**src/rtl/alu_sequencer.sv**
```systemverilog
// alu_sequencer
// ---------------------------------------------------------------------------
// Command-driven controller for the 10-bit accumulator ALU. It accepts one
// command at a time over a valid/ready handshake. It drives the ALU opcode and
// operand inputs, and captures each ALU result into a local accumulator. An
// operation repeats up to 15 times. The final value is reported with a
// one-cycle done pulse.
//
// Optional feature macro: ALU_SEQ_ZERO_STOP_EN
//   When defined, SUB and SHIFT commands stop early once the captured value
//   is zero. When undefined, all cmd_count iterations always execute.
//
// Ports
//   clk          in   1   clock; state updates on posedge (ALU uses negedge)
//   rst          in   1   synchronous active-high reset
//   cmd_valid    in   1   command present
//   cmd_ready    out  1   command can be accepted (IDLE only)
//   cmd_opcode   in   3   001 ADD, 010 SUB, 011 INC, 100 SHIFT, others illegal
//   cmd_operand  in   8   ADD/SUB operand, or the load value
//   cmd_count    in   4   iteration count 0..15
//   cmd_load     in   1   load accumulator with {2'b00, cmd_operand}
//   alu_opcode   out  3   ALU opcode, 000 (hold) outside ISSUE/CAPTURE
//   alu_in1      out  8   latched command operand
//   alu_in2      out  10  current accumulator
//   alu_out      in   10  ALU result
//   busy         out  1   high in every state except IDLE
//   done         out  1   one-cycle completion pulse
//   result       out  10  accumulator value, stable until the next done
//   zero         out  1   result == 0, registered with done
//   err          out  1   illegal opcode, registered with done
// ---------------------------------------------------------------------------
module alu_sequencer (
  input  logic       clk,
  input  logic       rst,
  input  logic       cmd_valid,
  output logic       cmd_ready,
  input  logic [2:0] cmd_opcode,
  input  logic [7:0] cmd_operand,
  input  logic [3:0] cmd_count,
  input  logic       cmd_load,
  output logic [2:0] alu_opcode,
  output logic [7:0] alu_in1,
  output logic [9:0] alu_in2,
  input  logic [9:0] alu_out,
  output logic       busy,
  output logic       done,
  output logic [9:0] result,
  output logic       zero,
  output logic       err
);

  typedef enum logic [1:0] {
    IDLE,
    ISSUE,
    CAPTURE,
    DONE
  } state_t;

  localparam logic [2:0] OP_HOLD  = 3'b000;
  localparam logic [2:0] OP_ADD   = 3'b001;
  localparam logic [2:0] OP_SUB   = 3'b010;
  localparam logic [2:0] OP_INC   = 3'b011;
  localparam logic [2:0] OP_SHIFT = 3'b100;

  state_t     r_state;
  logic [9:0] r_acc;
  logic [7:0] r_operand;
  logic [3:0] r_remaining;
  logic [2:0] r_aluOpcode;
  logic       r_ready;
  logic       r_busy;
  logic       r_done;
  logic [9:0] r_result;
  logic       r_zero;
  logic       r_err;

  logic       w_legalOp;
  logic       w_zeroStop;

  // An opcode is legal only if it is one of the four ALU operations.
  assign w_legalOp = (cmd_opcode == OP_ADD) || (cmd_opcode == OP_SUB) ||
                     (cmd_opcode == OP_INC) || (cmd_opcode == OP_SHIFT);

  // Early termination for SUB/SHIFT. r_aluOpcode still holds the running
  // opcode during CAPTURE, so no separate copy of the command opcode is needed.
`ifdef ALU_SEQ_ZERO_STOP_EN
  assign w_zeroStop = ((r_aluOpcode == OP_SUB) || (r_aluOpcode == OP_SHIFT)) &&
                      (alu_out == 10'd0);
`else
  assign w_zeroStop = 1'b0;
`endif

  // Sequencer FSM with every output registered. The completion outputs
  // (done/result/zero/err) are loaded on the edge that enters DONE. Each
  // branch therefore uses the value the accumulator is about to take, not
  // its current contents.
  always_ff @(posedge clk) begin
    if (rst) begin
      r_state     <= IDLE;
      r_acc       <= 10'd0;
      r_operand   <= 8'd0;
      r_remaining <= 4'd0;
      r_aluOpcode <= OP_HOLD;
      r_ready     <= 1'b0;
      r_busy      <= 1'b0;
      r_done      <= 1'b0;
      r_result    <= 10'd0;
      r_zero      <= 1'b0;
      r_err       <= 1'b0;
    end else begin
      r_done <= 1'b0;
      case (r_state)
        IDLE: begin
          if (cmd_valid && r_ready) begin
            r_operand   <= cmd_operand;
            r_remaining <= cmd_count;
            r_ready     <= 1'b0;
            r_busy      <= 1'b1;
            if (cmd_load) begin
              r_acc    <= {2'b00, cmd_operand};
              r_state  <= DONE;
              r_done   <= 1'b1;
              r_result <= {2'b00, cmd_operand};
              r_zero   <= (cmd_operand == 8'd0);
              r_err    <= 1'b0;
            end else if (!w_legalOp || (cmd_count == 4'd0)) begin
              r_state  <= DONE;
              r_done   <= 1'b1;
              r_result <= r_acc;
              r_zero   <= (r_acc == 10'd0);
              r_err    <= !w_legalOp;
            end else begin
              r_state     <= ISSUE;
              r_aluOpcode <= cmd_opcode;
            end
          end else begin
            r_ready <= 1'b1;
          end
        end
        ISSUE: begin
          r_state <= CAPTURE;
        end
        CAPTURE: begin
          r_acc       <= alu_out;
          r_remaining <= r_remaining - 4'd1;
          if ((r_remaining == 4'd1) || w_zeroStop) begin
            r_state     <= DONE;
            r_aluOpcode <= OP_HOLD;
            r_done      <= 1'b1;
            r_result    <= alu_out;
            r_zero      <= (alu_out == 10'd0);
            r_err       <= 1'b0;
          end else begin
            r_state <= ISSUE;
          end
        end
        DONE: begin
          r_state <= IDLE;
          r_busy  <= 1'b0;
          r_ready <= 1'b1;
        end
        default: begin
          r_state <= IDLE;
        end
      endcase
    end
  end

  assign cmd_ready  = r_ready;
  assign alu_opcode = r_aluOpcode;
  assign alu_in1    = r_operand;
  assign alu_in2    = r_acc;
  assign busy       = r_busy;
  assign done       = r_done;
  assign result     = r_result;
  assign zero       = r_zero;
  assign err        = r_err;

endmodule

```
**config.mk**
```make
export PLATFORM = sky130hd
export DESIGN_NAME = alu_sequencer
export DESIGN_NICKNAME = d
export VERILOG_FILES = /design/src/rtl/alu_sequencer.sv
export SDC_FILE = /design/constraint.sdc
export NUM_CORES = 1
export LEC_CHECK = 0
export CAP_MARGIN = 20
export CELL_PAD_IN_SITES_DETAIL_PLACEMENT = 1
export CELL_PAD_IN_SITES_GLOBAL_PLACEMENT = 1
export CORE_AREA = 2 2 75 77
export CTS_CLUSTER_DIAMETER = 30
export DETAILED_ROUTE_END_ITERATION = 7
export DIE_AREA = 0 0 77 79
export DONT_BUFFER_PORTS = 1
export GPL_TIMING_DRIVEN = 0
export PLACE_DENSITY_LB_ADDON = 0.1
export SLEW_MARGIN = 20
export SYNTH_ARGS = -nofsm -noshare
export SYNTH_HDL_FRONTEND = slang
export SYNTH_SLANG_ARGS = --single-unit
```
**constraint.sdc**
```tcl
create_clock -name clk -period 2 [get_ports clk]
set_input_delay 0.3 -clock clk [delete_from_list [all_inputs] [get_ports clk]]
set_output_delay 0.3 -clock clk [all_outputs]
set_load 0.05 [all_outputs]
```
==> results of run 1 <==
==> logic make-up after synthesis <==
group | Yosys count | share of synthesized area (%)
flops | 42 | 40.4
compound gates | 57 | 19.9
buf+inv | 21 | 5.17
simple gates | 102 | 22.7
mux | 17 | 8.18
fa+ha+maj | 6 | 3.61
==> flip-flops by register name (all words and copies together) (netlist names) <==
name and cells:
alu_in1 8, alu_in2 10, alu_opcode 3, busy 1, cmd_ready 1, done 1
err 1, r_remaining 4, r_state 2, result 10, zero 1
==> timing repair <==
action,4_1_cts,5_1_grt
setup buffers,3,6
setup endpoints to repair,25,24
pin swaps,1,1
resized for setup,7,20
gates cloned,0,2
==> how the worst max path moves through the flow <==
stage,end,startpoint,cells past startpoint
after CTS,result[5]$_SDFFE_PP0P_,r_state[0]$_SDFFE_PP0P_,9
after detailed placement,result[7]$_SDFFE_PP0P_,cmd_ready$_SDFFE_PP0P_,6
after global routing,result[1]$_SDFFE_PP0P_,r_remaining[1]$_SDFFE_PP0P_,8
after floorplan,result[0]$_SDFFE_PP0P_,cmd_ready$_SDFFE_PP0P_,6
after global placement,result[6]$_SDFFE_PP0P_,cmd_ready$_SDFFE_PP0P_,6
final,zero$_SDFFE_PP0P_,r_remaining[1]$_SDFFE_PP0P_,8
==> stage by stage <==
step	instances	utilization (%)	power [W]	hold WS (ns)
5_1_grt	335	45.7	0.00402	0.124
3_5_place_dp	317	40.6	0.00297	0.446
2_1_floorplan	245	-	0.00267	0.436
3_3_place_gp	317	40.6	0.00294	0.439
6_report	335	45.7	0.00378	0.134
4_1_cts	328	43.1	0.00361	0.126
==> final cells by class <==
cell class,instances,area (um^2),area share (%)
Clock buffer,6,82.6,3.39
Tap cell,72,90.1,3.70
Sequential cell,42,850,34.9
Clock inverter,2,12.5,0.513
Inverter,6,23.8,0.975
Timing Repair Buffer,11,105,4.31
Multi-Input combinational cell,182,1190,49.0
Buffer,14,80.1,3.29
==> cells in the final DEF (no fill, tap or decap), types with 3 or more instances in the layout <==
cell and count:
sky130_fd_sc_hd__nand2_1 37, sky130_fd_sc_hd__nor3_1 3, sky130_fd_sc_hd__a21oi_1 17, sky130_fd_sc_hd__clkbuf_1 9, sky130_fd_sc_hd__o21a_1 3, sky130_fd_sc_hd__mux2i_1 17, sky130_fd_sc_hd__nand2b_1 3, sky130_fd_sc_hd__clkbuf_8 6
sky130_fd_sc_hd__dfxtp_1 37, sky130_fd_sc_hd__a211oi_2 3, sky130_fd_sc_hd__nor2_1 33, sky130_fd_sc_hd__ha_4 3, sky130_fd_sc_hd__nor4_1 6, sky130_fd_sc_hd__dfxtp_2 4, sky130_fd_sc_hd__buf_2 4, sky130_fd_sc_hd__a311oi_1 8
sky130_fd_sc_hd__ha_1 3, sky130_fd_sc_hd__nand3b_1 4, sky130_fd_sc_hd__inv_2 3, sky130_fd_sc_hd__buf_4 7, sky130_fd_sc_hd__o21ai_0 10, sky130_fd_sc_hd__nand3_1 7, sky130_fd_sc_hd__buf_6 3, sky130_fd_sc_hd__a22oi_1 4
==> worst max-delay path: stages (launching register included) <==
cell and delay, ns:
sky130_fd_sc_hd__dfxtp_2 0.34, sky130_fd_sc_hd__inv_2 0.07, sky130_fd_sc_hd__ha_4 0.13, sky130_fd_sc_hd__or3b_4 0.37, sky130_fd_sc_hd__a22oi_2 0.15, sky130_fd_sc_hd__a21boi_4 0.33, sky130_fd_sc_hd__clkbuf_16 0.21, sky130_fd_sc_hd__nor2_1 0.05
sky130_fd_sc_hd__a211oi_2 0.20
==> metal layers <==
metal | wire (um) | track usage, % | share of wire [%] | up-vias
li1 | - | - | - | 906
met1 | 2740 | 24.3 | 44 | 899
met2 | 3070 | 36.4 | 49 | 45
met3 | 427 | 7.61 | 6.8 | 2
met4 | 27 | 5.89 | 0.43 | 0
met5 | 0 | 0 | 0 | -
==> power by group <==
| group | internal (W) | switching (W) |
|---|---|---|
| Clock | 0.000278 | 0.000317 |
| Combinational | 0.000614 | 0.000719 |
| Sequential | 0.00105 | 0.000795 |
| Total | 0.00195 | 0.00183 |
==> synth_stat cells (2+ instances only) <==
cell type,n,share of area [%]
sky130_fd_sc_hd__nand2b_1,4,1.2
sky130_fd_sc_hd__buf_2,4,0.96
sky130_fd_sc_hd__clkbuf_1,9,1.6
sky130_fd_sc_hd__nor2_1,33,6.0
sky130_fd_sc_hd__a21oi_1,17,4.1
sky130_fd_sc_hd__nand2_1,38,6.9
sky130_fd_sc_hd__a22oi_1,4,1.4
sky130_fd_sc_hd__o21ai_0,10,2.4
sky130_fd_sc_hd__a311oi_1,8,3.4
sky130_fd_sc_hd__mux2i_1,17,8.2
sky130_fd_sc_hd__a211oi_2,3,1.8
sky130_fd_sc_hd__nor3_1,3,0.72
sky130_fd_sc_hd__inv_1,5,0.90
sky130_fd_sc_hd__dfxtp_1,42,40
sky130_fd_sc_hd__nand3b_1,4,1.4
sky130_fd_sc_hd__o21a_1,3,1.1
sky130_fd_sc_hd__nor4_1,6,1.8
sky130_fd_sc_hd__ha_1,6,3.6
sky130_fd_sc_hd__nand3_1,8,1.9
sky130_fd_sc_hd__nor2b_1,2,0.60
sky130_fd_sc_hd__a22o_1,2,0.84
==> summary.md, run 1 <==
* run status: complete, no violations
* pre-CTS setup slack: -0.282 ns
* maximum net fanout on the critical path: 5
* number of storage elements in the synthesis netlist: 42
* GP Congestion: 0.813
* CTS buffer count: 5
* total number of vias: 1852
* wire length of the first global-routing pass: 9930 um
* Final Hold Viols: 0
* Arrival @ worst endpoint: 2.13 ns
* CTS HTree Levels: 2
* number of buffers inserted by port buffering: 0
* number of design-rule violations left by the first detailed-router iteration: 50
* number of enable-type register cells in the synthesized netlist: 0
* antenna diode count: 0
* share of flip-flops with an asynchronous set or reset after synthesis: 0%
* post-detailed-route count of antenna-violating nets: 0
* die footprint: 6080 um^2
* Max Clock Skew: 0.00531 ns
* TritonCTS sink count: 42
* flip-flop cell with the highest count after synthesis: sky130_fd_sc_hd__dfxtp_1
* proportion of layout cells with a drive suffix above 1: 18.3%
* post-layout minimum cycle time: 1.92 ns
* reg2reg end: zero$_SDFFE_PP0P_
* clock tree root driver cell: sky130_fd_sc_hd__clkbuf_8
* pin count of the biggest net entering global routing: 14
* number of slew-limit violations in the final report: 0
* post-cts hold buffer count: 0
* total routed wirelength: 6270 um
* remaining max-slew budget at the tightest pin: 54.9%
* number of detailed-routing iterations run before antenna repair: 4
* Crit Path Category: register to register
* antenna violations before repair: 0
* crit path launch type: register
* Worst-Skew Late Latency: 0.29 ns
* final setup fails: 0
* worst supply voltage drop on vdd: 0.754 mV
* Remaining DRCs: 0
* total gr overflow: 0
* post-layout net count: 297
* LEAKAGE: 0.864 nW
* total global-route track usage: 20.9%
* fill cell instance count of the final layout: 669
* Netlist cell types: 38
* clock tree from TritonCTS: done
* data required time at the worst endpoint: 2.22 ns
* detailed placer's ending HPWL: 4620 um
* count of boundary I/O pins: 65
* final period utilization: 95.8%
* average cell area after synthesis: 8.49 um^2
* Placement Rows: 27
* floorplan core area: 5340 um^2
* Worst Hold Path Cells: 2
* die boundary height: 79 um
* chip width: 77 um
* upper clock frequency limit: 522 MHz
* count of maximum capacitance violations: 0
* instance count of the mapped netlist: 245
* setup TNS: 0 ns
* endpoint type of the worst setup path: register
* kind of path behind the tightest hold check: input pin to register
* share of the yosys chip area belonging to registers: 40.4%
* routed len/inst: 18.7 um
* Clock Pin Slew Worst Setup and Hold Paths: 0.09 ns
* worst min-delay path endpoint: alu_in1[4]$_SDFFE_PP0P_
* PwrDens: 1550 nW/um^2
* Clock Tree Buf Depth: 2
* worst reg-to-reg path cell count: 8
* transition time at the pin with the least slew margin: 0.676 ns
* unrepaired setup endpoints after global routing: true
* Placed Instance Area: 2170 um^2
* flop-to-flop setup slack: 0.08 ns
* setup ws final: 0.0849 ns
* via count of the first global-routing pass: 1962
* Mapped Area: 2080 um^2
* Initial Utilization: 39.0%
* area of all placed cells without fillers: 2440 um^2
* Min-Delay Startpoint: cmd_operand[4]
* Worst R2R Start: r_remaining[1]$_SDFFE_PP0P_
* Syn. warnings: 0
* synth-to-layout area growth: 17.2%
* Post-Synthesis Net Count: 280
* ratio of routed vias to standard cells: 5.53
No activity file was read; power rests on OpenSTA's default activity.
==> inputs of run 2 (changes only) <==
--- a/config.mk
+++ b/config.mk
@@ -14,7 +14,8 @@
 export DIE_AREA = 0 0 77 79
 export DONT_BUFFER_PORTS = 1
 export GPL_TIMING_DRIVEN = 0
-export PLACE_DENSITY_LB_ADDON = 0.1
+export PLACE_DENSITY = 0.73
+export SKIP_LAST_GASP = 1
 export SLEW_MARGIN = 20
 export SYNTH_ARGS = -nofsm -noshare
 export SYNTH_HDL_FRONTEND = slang
==> run 2 against run 1 <==
  * Design area is 0.67% higher
  * Clock power is 4.0% lower
  * Global-route usage is 0.13 points lower
  * Worst setup slack worse by 0.038 ns
  * Maximum frequency is 2.0% lower
  * Sequential cell count stayed put
  * Largest power group unchanged
  * Highest routed layer unchanged
==> summary.md, run 2 (synthesized netlist as in run 1, its figures left out) <==
* data required time at the worst endpoint: 2.17 ns
* number of slew-limit violations in the final report: 0
* count of maximum capacitance violations: 0
* count of boundary I/O pins: 65
* share of total power in sequential cells: 48.4%
* via count of the first global-routing pass: 1954
* CTS HTree Levels: 2
* total internal power: 0.00199 W
* wire length of the first global-routing pass: 9950 um
* Placement Rows: 27
* die footprint: 6080 um^2
* synth-to-layout area growth: 18.0%
* remaining max-slew budget at the tightest pin: 57.7%
* power after layout: 0.00380 W
* routed len/inst: 18.5 um
* ratio of routed vias to standard cells: 5.69
* die boundary height: 79 um
* total global-route track usage: 20.8%
* run status: complete, no violations
* total number of vias: 1918
* Clock Tree Buf Depth: 2
* unrepaired setup endpoints after global routing: true
* PwrDens: 1550 nW/um^2
* Worst-Skew Late Latency: 0.29 ns
* antenna violations before repair: 0
* total gr overflow: 0
* crit path launch type: register
* LEAKAGE: 0.881 nW
* fraction of the core area covered by cells at the end of the flow: 46.0%
* floorplan core area: 5340 um^2
* pin count of the biggest net entering global routing: 13
* Max Clock Skew: 0.00838 ns
* setup ws final: 0.0468 ns
* fill cell instance count of the final layout: 668
* kind of path behind the tightest hold check: input pin to register
* detailed placer's ending HPWL: 4650 um
* proportion of layout cells with a drive suffix above 1: 18.1%
* number of design-rule violations left by the first detailed-router iteration: 61
* Arrival @ worst endpoint: 2.12 ns
* Remaining DRCs: 0
* post-layout net count: 299
* Min Hold Slack: 0.132 ns
* Initial Utilization: 39.0%
* final setup fails: 0
* number of buffers inserted by port buffering: 0
* TritonCTS sink count: 42
* CTS buffer count: 5
* cells traversed along the worst timing path: inv_2 > ha_4 > or3b_4 > a22oi_2 > a21boi_4 > buf_12 > buf_8 > mux2i_1 > nor2_1
* net switching power of the design: 0.00181 W
* clock tree root driver cell: sky130_fd_sc_hd__clkbuf_8
* delay of the slowest cell on the worst path: 0.37 ns
* transition time at the pin with the least slew margin: 0.632 ns
* antenna diode count: 0
* post-layout minimum cycle time: 1.95 ns
* GP Congestion: 0.808
* upper clock frequency limit: 512 MHz
* Net Sw Frac: 47.7%
* logic gate share of total power: 36.6%
* chip width: 77 um
* total routed wirelength: 6240 um
* number of detailed-routing iterations run before antenna repair: 4
* Clock Pin Slew Worst Setup and Hold Paths: 0.09 ns
* Final Hold Viols: 0
* maximum net fanout on the critical path: 5
* final period utilization: 97.7%
* endpoint type of the worst setup path: register
* critical path's slowest cell: sky130_fd_sc_hd__or3b_4
* worst supply voltage drop on vdd: 0.784 mV
* clock tree from TritonCTS: done
* most used cells in the layout excluding fill and tap cells: sky130_fd_sc_hd__nand2_1 (37), sky130_fd_sc_hd__dfxtp_1 (37), sky130_fd_sc_hd__nor2_1 (33)
* pre-CTS setup slack: -0.298 ns
* number of instances in the placed design: 317
* clock share of power: 15.0%
* Crit Path Category: register to register
* Finished Layout Cells: 337
* post-detailed-route count of antenna-violating nets: 0
-- run 2: area by class of cell --
| type | count | area [um^2] | area share, % |
|---|---|---|---|
| Clock buffer | 7 | 86.3 | 3.52 |
| Multi-Input combinational cell | 182 | 1180 | 48.3 |
| Clock inverter | 1 | 5.00 | 0.204 |
| Tap cell | 72 | 90.1 | 3.67 |
| Timing Repair Buffer | 14 | 156 | 6.37 |
| Sequential cell | 42 | 847 | 34.5 |
| Inverter | 6 | 22.5 | 0.918 |
| Buffer | 13 | 61.3 | 2.50 |
-- run 2: path summary, 6_finish.rpt --
path / from / endpoint / slack [ns] / cells past startpoint
setup / recovery: r_remaining[1]$_SDFFE_PP0P_ / result[6]$_SDFFE_PP0P_ / 0.05 / 9
hold / removal: cmd_operand[3] / alu_in1[3]$_SDFFE_PP0P_ / 0.13 / 2
setup reg to reg: r_remaining[1]$_SDFFE_PP0P_ / result[6]$_SDFFE_PP0P_ / 0.05 / 9
hold reg to reg: r_remaining[1]$_SDFFE_PP0P_ / r_remaining[1]$_SDFFE_PP0P_ / 0.50 / 2
-- run 2: layer usage --
| layer | track usage (%) | part of all wire (%) | vias to the layer above |
|---|---|---|---|
| met5 | 0 | 0 | - |
| met4 | 8.04 | 1.6 | 0 |
| met3 | 7.39 | 7.4 | 10 |
| met2 | 35.2 | 50 | 56 |
| met1 | 24.2 | 41 | 946 |
| li1 | - | - | 906 |
-- run 2: metrics by stage --
stage,instance area (um^2),TNS (ns)
finish,2450,0
global route,2450,-0.167
CTS,2380,-0.0283
detailed placement,2170,-4.27
global placement,2170,-2.81
floorplan,2080,0
-- run 2: critical path: cells and delay by family, from the launching register on --
family | cells | cell delay, ns
adder cells (fa/ha/maj) | 1 | 0.12
AND/OR/NAND/NOR | 2 | 0.42
buffers and inverters | 3 | 0.33
flip-flops | 1 | 0.34
AO/OA/AOI/OAI | 2 | 0.42
multiplexers | 1 | 0.19
-- run 2: timing repair --
| item | CTS | global route |
|---|---|---|
| endpoints found under the setup margin | 25 | 20 |
| pin swaps | 1 | 4 |
| setup buffers | 6 | 8 |
| gates cloned | 1 | 0 |
| hold buffers | 0 | 0 |
| gates resized for setup | 13 | 16 |
-- run 2: power groups by stage --
stage	Clock, W	Sequential (W)	Combinational [W]
2_1_floorplan	0	0.00178	0.000884
3_3_place_gp	0	0.00184	0.00109
3_5_place_dp	0	0.00185	0.00112
4_1_cts	0.000595	0.00184	0.00130
5_1_grt	0.000617	0.00187	0.00155
6_report	0.000571	0.00184	0.00139
==> inputs of run 3 (changes only) <==
--- a/config.mk
+++ b/config.mk
@@ -5,6 +5,7 @@
 export SDC_FILE = /design/constraint.sdc
 export NUM_CORES = 1
 export LEC_CHECK = 0
+export ABC_AREA = 0
 export CAP_MARGIN = 20
 export CELL_PAD_IN_SITES_DETAIL_PLACEMENT = 1
 export CELL_PAD_IN_SITES_GLOBAL_PLACEMENT = 1
==> results of run 3 <==
Same layout as run 2: the final DEF is identical, and so are final timing and power.
